==> config.mk <==
export PLATFORM = sky130hd
export DESIGN_NAME = i2c_dice_regbank
export DESIGN_NICKNAME = d
export VERILOG_FILES = /design/src/rtl/i2c_dice_regbank.sv
export SDC_FILE = /design/constraint.sdc
export NUM_CORES = 1
export LEC_CHECK = 0
export ABC_AREA = 1
export CELL_PAD_IN_SITES_DETAIL_PLACEMENT = 1
export CELL_PAD_IN_SITES_GLOBAL_PLACEMENT = 2
export CORE_ASPECT_RATIO = 0.5
export CORE_MARGIN = 4
export CORE_UTILIZATION = 37
export DETAILED_ROUTE_END_ITERATION = 16
export GPL_TIMING_DRIVEN = 0
export HOLD_SLACK_MARGIN = 0.03
export PLACE_DENSITY_LB_ADDON = 0.1
export SYNTH_ARGS = -nofsm -noshare
export SYNTH_HDL_FRONTEND = slang
export SYNTH_SLANG_ARGS = --single-unit
export TNS_END_PERCENT = 1
==> constraint.sdc <==
create_clock -name clk -period 2.6 [get_ports clk]
set_input_delay 0.39 -clock clk [delete_from_list [all_inputs] [get_ports clk]]
set_output_delay 0.39 -clock clk [all_outputs]
set_load 0.02 [all_outputs]
==> src/rtl/i2c_dice_regbank.sv <==
// rtl/i2c_dice_regbank.sv - I2C application-side register bank with dice roller and tick counter
module i2c_dice_regbank #(
   parameter logic [7:0]  ID_VALUE  = 8'hD1,
   parameter logic [15:0] LFSR_SEED = 16'hACE1,
   parameter logic [7:0]  MAX_SIDES = 8'd100
) (
   input  logic       clk,
   input  logic       rst_n,
   input  logic       rw,
   input  logic [7:0] addr,
   input  logic       wen,
   input  logic [7:0] wdata,
   input  logic       rdata_used,
   output logic [7:0] rdata,
   output logic       roll_busy
);

   localparam logic [7:0] A_ID     = 8'h00;
   localparam logic [7:0] A_CTRL   = 8'h01;
   localparam logic [7:0] A_SIDES  = 8'h02;
   localparam logic [7:0] A_RESULT = 8'h03;
   localparam logic [7:0] A_STATUS = 8'h04;
   localparam logic [7:0] A_CNT_L  = 8'h05;
   localparam logic [7:0] A_CNT_H  = 8'h06;

   typedef enum logic {S_IDLE = 1'b0, S_ROLL = 1'b1} state_t;

   state_t      state, state_nxt;
   logic        cnt_en;
   logic [7:0]  sides, result;
   logic        roll_done, wr_err;
   logic [15:0] cnt, lfsr;
   logic [7:0]  hi_pend, hi_shadow;
   logic        wr_ctrl, wr_sides, wr_status, wr_bad;
   logic        roll_req, roll_hit, lfsr_fb;
   logic [6:0]  roll_val;
   logic [7:0]  sides_clamped, rd_mux;
   wire         unused_rw = rw;

   assign wr_ctrl   = wen && (addr == A_CTRL);
   assign wr_sides  = wen && (addr == A_SIDES);
   assign wr_status = wen && (addr == A_STATUS);
   assign wr_bad    = wen && !((addr == A_CTRL) || (addr == A_SIDES) || (addr == A_STATUS));
   assign roll_req  = wr_ctrl && wdata[1];
   assign roll_val  = lfsr[6:0];
   assign roll_hit  = (state == S_ROLL) && ({1'b0, roll_val} < sides);
   assign roll_busy = (state == S_ROLL);
   assign lfsr_fb   = lfsr[15] ^ lfsr[13] ^ lfsr[12] ^ lfsr[10];

   always_comb begin
      sides_clamped = wdata;
      if (wdata < 8'd2)
         sides_clamped = 8'd2;
      else if (wdata > MAX_SIDES)
         sides_clamped = MAX_SIDES;
   end

   // Rejection sampling: keep drawing 7-bit values until one lands below SIDES
   always_comb begin
      state_nxt = state;
      case (state)
         S_IDLE: if (roll_req) state_nxt = S_ROLL;
         S_ROLL: if (roll_hit) state_nxt = S_IDLE;
         default: state_nxt = S_IDLE;
      endcase
   end

   always_comb begin
      rd_mux = 8'hFF;
      case (addr)
         A_ID:     rd_mux = ID_VALUE;
         A_CTRL:   rd_mux = {7'd0, cnt_en};
         A_SIDES:  rd_mux = sides;
         A_RESULT: rd_mux = result;
         A_STATUS: rd_mux = {5'd0, roll_busy, wr_err, roll_done};
         A_CNT_L:  rd_mux = cnt[7:0];
         A_CNT_H:  rd_mux = hi_shadow;
         default:  rd_mux = 8'hFF;
      endcase
   end

   always_ff @(posedge clk or negedge rst_n) begin
      if (!rst_n) begin
         state  <= S_IDLE;
         lfsr   <= LFSR_SEED;
         result <= 8'd0;
      end else begin
         state <= state_nxt;
         lfsr  <= {lfsr[14:0], lfsr_fb};
         if (roll_hit)
            result <= {1'b0, roll_val} + 8'd1;
      end
   end

   always_ff @(posedge clk or negedge rst_n) begin
      if (!rst_n) begin
         cnt_en    <= 1'b0;
         sides     <= 8'd6;
         roll_done <= 1'b0;
         wr_err    <= 1'b0;
      end else begin
         if (wr_ctrl)
            cnt_en <= wdata[0];
         if (wr_sides)
            sides <= sides_clamped;
         // Hardware set beats a same-cycle write-1-to-clear
         if (roll_hit)
            roll_done <= 1'b1;
         else if (wr_status && wdata[0])
            roll_done <= 1'b0;
         if (wr_bad)
            wr_err <= 1'b1;
         else if (wr_status && wdata[1])
            wr_err <= 1'b0;
      end
   end

   always_ff @(posedge clk or negedge rst_n) begin
      if (!rst_n)
         cnt <= 16'd0;
      else if (wr_ctrl && wdata[2])
         cnt <= 16'd0;
      else if (cnt_en)
         cnt <= cnt + 16'd1;
   end

   // hi_pend tracks the high byte alongside every CNT_L sample so the later
   // CNT_H read returns the half that matches the low byte the slave took
   always_ff @(posedge clk or negedge rst_n) begin
      if (!rst_n) begin
         rdata     <= 8'd0;
         hi_pend   <= 8'd0;
         hi_shadow <= 8'd0;
      end else begin
         rdata <= rd_mux;
         if (addr == A_CNT_L)
            hi_pend <= cnt[15:8];
         if (rdata_used && (addr == A_CNT_L))
            hi_shadow <= hi_pend;
      end
   end

endmodule

==> results.md, run 1 <==
- Outcome: finished clean
- CP endpoint kind: register
- Routed vias/inst: ~4.7
- Final Setup Violations: 0
- GRT Overall Usage: 0.182
- Mapped Nets: around 500
- H-tree lvl count: 3
- Worst hold path class: reg2reg
- Min Tclk post-route: 1.86 ns
- Ys flop type: dfrtp_1
- Clock Skew: between 0.007 and 0.008 ns
- Remaining Overflow, GRT: 0
- Final Max Tran Viols: 0
- Detail Route Antenna Nets: 0
- Final WS setup: roughly 0.74 ns
- Clock power share: 0.499
- Startpoint Class: register
- Initial Util: 0.386
- Num Clock Sinks: between 70 and 80
- Busiest layer in global routing: met2
- Post-synthesis mux area share: 0
- F_max: around 540 MHz
- Routability congestion estimate: around 0.73
- Chip width: approximately 150 µm
- Iteration-0 DRC Markers: 160
- Peak VDD IR: about 0.35 mV
- XOR/XNOR Fraction of Synth Area: 0.0189
- FFs w/ async S/R, synth: 1.00
- Area grow syn2layout: 22.5%
- TritonCTS Buffers: 9
- Number of I/O pins: 30
- Met2 usage in global routing: 0.282
- Share of post-route cells with drive strength above 1: 0.0947
- Final worst-path cycle share: 0.716
- Register area share after synthesis: 0.516
- Port Buf Inserts: 28
- Post-CTS Resized: 0
- First-pass GRT wire length: between 15 and 20 mm
- Seq cells post-synth: 76
- Worst rel slew slack: 0.585
- Largest net degree at the start of global routing: 50
- Post-synthesis cell count: between 400 and 500
- Core area: 9600 µm²
- Reg power frac: 0.431
- CTS Root Cell: clkbuf_16
- Dpl cell area: ~4200 µm²
- Sw Share: 0.224
- Worst-Skew Late Latency: 0.33 ns
- Leakage Power: between 0.002 and 0.0025 µW
- Die ar.: between 10000 and 15000 µm²
- Initial antenna violation count: 0
- Post-route cell area: 4540 µm²
- Post-CTS setup buffers: 0
- Dpl hpwl: about 7.4 mm
- Crit path kind: reg2reg
- CTS clk-pin slew, worst paths: 0.06 ns
- N_diodes: 0
- Hold Fails Final Rpt: 0
- Detailed Routing Iterations Pass 1: 4
- P_int: about 2300 µW
- CP arrival: 2.08 ns
- Total Routed Length: between 9 and 10 mm
- Avg Cell Area, Syn: 8.05 µm²
- Simple-Gate Fraction of Synth Area: 0.297
- Pwr dens: 645 nW/µm²
- Crit-path max FO: 10
- Fill count: between 1000 and 1500
- Max_cap viols: 0
- Crit path required time: around 2.8 ns
- Rows: 25
- Sw Pwr: between 600 and 700 µW
- GRT met1 Usage: 0.258
- Final net count: about 530
- Post-Place Worst Slack: ~0.53 ns
- Met3 GRT Util: 0.0445
- Synth cell types: 26
- Vias in the first global route: 3249
- CTS tree: done
- Die H: slightly below 80 µm
- Ys Warns: 0
- Comb power frac: 0.071
- Drc violations: 0
- DR vias: roughly 3000
- Netlist Area Pre-Place: around 3700 µm²
- Number of synthesized flops with an enable pin: 0
- CTS Buffer Depth: 2
- Post-Synth Adder-Cell Area: 0.0270
- RSZ-0062 raised after global routing: false
- Largest family of logic cells by synthesized area: simple AND/OR/NAND/NOR gates
- Routed WL per cell: ~15 µm
- Synth Area in Compound Gates: 0.0661
- Worst slew pin tran: ~0.62 ns
[what timing repair did]
item	CTS	global route
hold buffers	1	0
hold endpoints to repair	19	0
setup endpoints to repair	0	0
[flip-flops by register name, indices dropped and copies added, names as in the netlist, 8 cells and up]
| register | flops |
|---|---|
| cnt | 16 |
| result | 8 |
| sides | 8 |
| hi_pend | 8 |
| hi_shadow | 8 |
| rdata | 8 |
| lfsr | 16 |
[power groups by stage]
stage / Combinational [µW] / Sequential, µW / Clock, µW
2_1_floorplan: 104 / 1280 / 0
3_3_place_gp: 201 / 1280 / 0
3_5_place_dp: 210 / 1280 / 0
4_1_cts: 213 / 1260 / 1500
5_1_grt: 245 / 1270 / 1550
6_report: 207 / 1260 / 1460
[through the flow]
stage,util,total power [µW],hold slack (ns),instances,TNS [ns]
after floorplan,-,1380,0.0944,461,0
after global placement,0.433,1480,0.336,624,-115.96
after detailed placement,0.436,1490,0.337,625,0
after CTS,0.473,2980,0.361,642,0
after global routing,0.473,3070,0.369,642,0
final,0.473,2930,0.358,642,0
[Yosys cell counts (2+ instances only)]
cell / n / area, µm²
xor2_1: 6 / 52.6
nand3_1: 53 / 265
nand2_2: 2 / 12.5
ha_1: 8 / 100
nor2_2: 3 / 18.8
and3_1: 2 / 12.5
buf_2: 3 / 15.0
nor3_1: 5 / 25.0
nand3b_1: 2 / 15.0
nor2_4: 4 / 45.0
nor2_1: 57 / 214
dfrtp_1: 66 / 1650
buf_4: 2 / 15.0
inv_1: 62 / 233
xnor2_1: 2 / 17.5
nand2_1: 118 / 443
dfstp_2: 10 / 263
a21oi_1: 7 / 35.0
o21ai_0: 42 / 210
[final timing paths]
| kind | depth (start not counted) | slack, ns | startpoint | end |
|---|---|---|---|---|
| worst min register to register | 0 | 0.36 | lfsr[8] | lfsr[9] |
| max in group asynchronous | 3 | 1.49 | rst_n | sides[1] |
| min in group asynchronous | 2 | 0.52 | rst_n | lfsr[12] |
| worst min-delay path | 0 | 0.36 | lfsr[8] | lfsr[9] |
| worst max register to register | 10 | 0.74 | sides[2] | result[4] |
| worst max-delay path | 10 | 0.74 | sides[2] | result[4] |
[worst max-delay path, stage by stage, from the launching register on]
cell     delay, ns
dfstp_2       0.53
inv_1         0.09
ha_1          0.30
nand2_1       0.07
inv_1         0.05
nand2_1       0.06
nand2_1       0.05
nand2_1       0.23
nand2_2       0.21
nand2_1       0.10
nand2_1       0.06
[per-layer routing]
metal	vias to the layer above	share of wire
met3	6	0.029
met4	0	0.0056
met5	-	0
li1	1538	-
met1	1428	0.52
met2	27	0.45
[logic make-up after synthesis]
logic type                 after synthesis
and+or+nand+nor                        251
buffers and inverters                   69
DFF                                     76
xor gates and xnor gates                 8
adders and majority gates                8
AOI/OAI and AO/OA                       49
[layout make-up]
cell class	instances	area, µm²	share of cell area
Clock buffer	10	239	0.0526
Timing Repair Buffer	30	315	0.0694
Clock inverter	6	111	0.0245
Inverter	63	236	0.0520
Tap cell	135	169	0.0372
Sequential cell	76	1910	0.421
Buffer	6	41.3	0.00909
Multi-Input combinational cell	316	1520	0.334
[layout by cell type, fill, tap and decap left out, types with 2 or more instances in the layout]
cell type	count
nand2_1	118
dfrtp_1	66
inv_1	62
nor2_1	57
nand3_1	53
o21ai_0	42
clkdlybuf4s50_1	27
dfstp_2	10
clkbuf_16	9
ha_1	8
a21oi_1	7
xor2_1	6
nor3_1	5
nor2_4	4
nor2_2	3
buf_4	3
buf_2	3
bufinv_16	3
nand2_2	2
and3_1	2
xnor2_1	2
nand3b_1	2
Note: power is estimated with default switching activity, not from simulation.
==> inputs of run 2 (changes only) <==
--- a/config.mk
+++ b/config.mk
@@ -10,7 +10,7 @@
 export CELL_PAD_IN_SITES_GLOBAL_PLACEMENT = 2
 export CORE_ASPECT_RATIO = 0.5
 export CORE_MARGIN = 4
-export CORE_UTILIZATION = 37
+export CORE_UTILIZATION = 35
 export DETAILED_ROUTE_END_ITERATION = 16
 export GPL_TIMING_DRIVEN = 0
 export HOLD_SLACK_MARGIN = 0.03
==> constraint.sdc (replaced) <==
create_clock -name clk -period 1.8 [get_ports clk]
set_input_delay 0.27 -clock clk [delete_from_list [all_inputs] [get_ports clk]]
set_output_delay 0.27 -clock clk [all_outputs]
set_load 0.02 [all_outputs]
==> run 2 against run 1 <==
Compared with the run above:
- sequential share of layout area decreased by 0.15 points
- worst hold slack lost 0.014 ns
- clock power increased by 35%
- worst setup slack got worse by 0.62 ns
- cell area up 0.36%
- first-iteration DRC count shrank 33%
- combinational power is 49% higher
- clock-buffer cell count up 2
==> results.md, run 2 (synthesis gave the netlist of run 1 again) <==
- CP arrival: between 1.5 and 2 ns
- Peak VDD IR: 0.401 mV
- TritonCTS Buffers: 9
- Die ar.: approximately 12000 µm²
- Clock Skew: between 0.008 and 0.009 ns
- Worst slew pin tran: approximately 0.64 ns
- Crit-path slowest cell: dfstp_2
- DR vias: around 3100
- CTS Root Cell: clkbuf_16
- Crit path required time: between 2 and 2.5 ns
- Crit path buf inv count: 2
- CTS tree: done
- Pwr dens: around 900 nW/µm²
- Die H: around 81 µm
- CTS clk-pin slew, worst paths: ~0.06 ns
- Number of I/O pins: 30
- RSZ-0062 raised after global routing: false
- Placed insts: 630
- Area grow syn2layout: 22.9%
- Iteration-0 DRC Markers: 108
- Largest net degree at the start of global routing: 60
- Most common cell after layout, fill and taps aside: nand2_1
- Min Tclk post-route: 1.69 ns
- Final Max Tran Viols: 0
- Worst hold path class: in2async
- Final worst-path cycle share: 0.937
- GRT Overall Usage: 0.174
- Share of post-route cells with drive strength above 1: 0.0980
- Crit path kind: reg2reg
- Max stage delay on crit path: between 0.5 and 0.6 ns
- Crit-path max FO: 7
- First-pass GRT wire length: about 17 mm
- Outcome: finished clean
- Largest regs: cnt: 16 flops, lfsr: 16 flops
- N_diodes: 0
- Detail Route Antenna Nets: 0
- Startpoint Class: register
- Worst rel slew slack: 0.577
- Fin cells: between 600 and 700
- Total Routed Length: roughly 10 mm
- H-tree lvl count: 3
- Rows: 26
- Leakage Power: 0.00225 µW
- Max_cap viols: 0
- F_max: between 500 and 600 MHz
- Routed vias/inst: 4.75
- Port Buf Inserts: 28
- Dpl hpwl: approximately 7.4 mm
- Final Setup Violations: 0
- CTS Buffer Depth: 2
- Drc violations: 0
- Worst-Skew Late Latency: approximately 0.34 ns
- TNS Setup: 0 ns
- Routability congestion estimate: between 0.7 and 0.8
- Initial antenna violation count: 0
- Core area: slightly above 10000 µm²
- Remaining Overflow, GRT: 0
- Num Clock Sinks: 76
- CP top delay family: simple AND/OR/NAND/NOR gates
- Most frequent cells in the layout: 117 x nand2_1, 66 x dfrtp_1, 62 x inv_1
- Vias in the first global route: between 3000 and 4000
- Chip width: around 150 µm
- CP endpoint kind: register
- Routed WL per cell: around 16 µm
- Hold Fails Final Rpt: 0
- Detailed Routing Iterations Pass 1: 4
- CP Cell Sequence: ha_1 > inv_1 > nor2_1 > nand3_1 > nand2_1 > nor2_4 > buf_4 > nand3_1 > nand2_1
- Initial Util: 0.361
- Final net count: between 500 and 600
[run 2: area by class of cell]
type / count / area [µm²]
flip-flops and latches: 76 / 1910
plain buffers: 6 / 41.3
multi-input cells: 316 / 1540
fillers: 1250 / 5720
inverters: 63 / 236
clock inverters: 4 / 73.8
repair buffers: 33 / 338
clock buffers: 12 / 246
well taps: 140 / 175
[run 2: through the flow]
stage / util / worst slack [ns] / hold WS, ns / area, µm² / total power [µW]
2_1_floorplan: - / 0.211 / -0.0256 / 3710 / 1990
3_3_place_gp: 0.405 / -2.35 / 0.344 / 4170 / 2140
3_5_place_dp: 0.408 / -0.196 / 0.160 / 4190 / 2160
4_1_cts: 0.440 / 0.0252 / 0.344 / 4530 / 4160
5_1_grt: 0.444 / 0.00405 / 0.366 / 4560 / 4290
6_report: 0.444 / 0.113 / 0.344 / 4560 / 4100
[run 2: repair_timing]
action | CTS | global route
hold buffers | 1 | 0
setup endpoints to repair | 10 | 10
gates cloned | 0 | 0
endpoints found under the hold margin | 7 | 0
pin swaps | 0 | 1
buffers inserted | 0 | 3
gates resized for setup | 2 | 2
[run 2: worst register-to-register path: cells and delay by family, from the launching register on]
kind / cells / cell delay (ns)
and+or+nand+nor: 6 / 0.61
DFF: 1 / 0.56
adders and majority gates: 1 / 0.24
buffers and inverters: 2 / 0.22
[run 2: final timing paths]
check	slack (ns)	depth (start not counted)	endpoint	from
worst max-delay path	0.11	9	result[4]	lfsr[6]
worst min-delay path	0.34	2	sides[6]	rst_n
worst max register to register	0.11	9	result[4]	lfsr[6]
worst min register to register	0.35	0	lfsr[9]	lfsr[8]
max in group asynchronous	0.86	3	hi_shadow[5]	rst_n
min in group clk	0.35	0	lfsr[9]	lfsr[8]
[run 2: routing by layer]
metal,GRT usage,vias to the layer above,share of wire
met5,0,-,0
met4,0.0449,0,0.0089
met3,0.0399,10,0.024
met2,0.280,21,0.45
met1,0.241,1515,0.52
li1,-,1539,-
[run 2: report_power, final]
part | internal (µW) | switching, µW | total (µW)
sequential | 1780 | 46.2 | 1820
clock | 1250 | 713 | 1970
combinational | 120 | 188 | 308
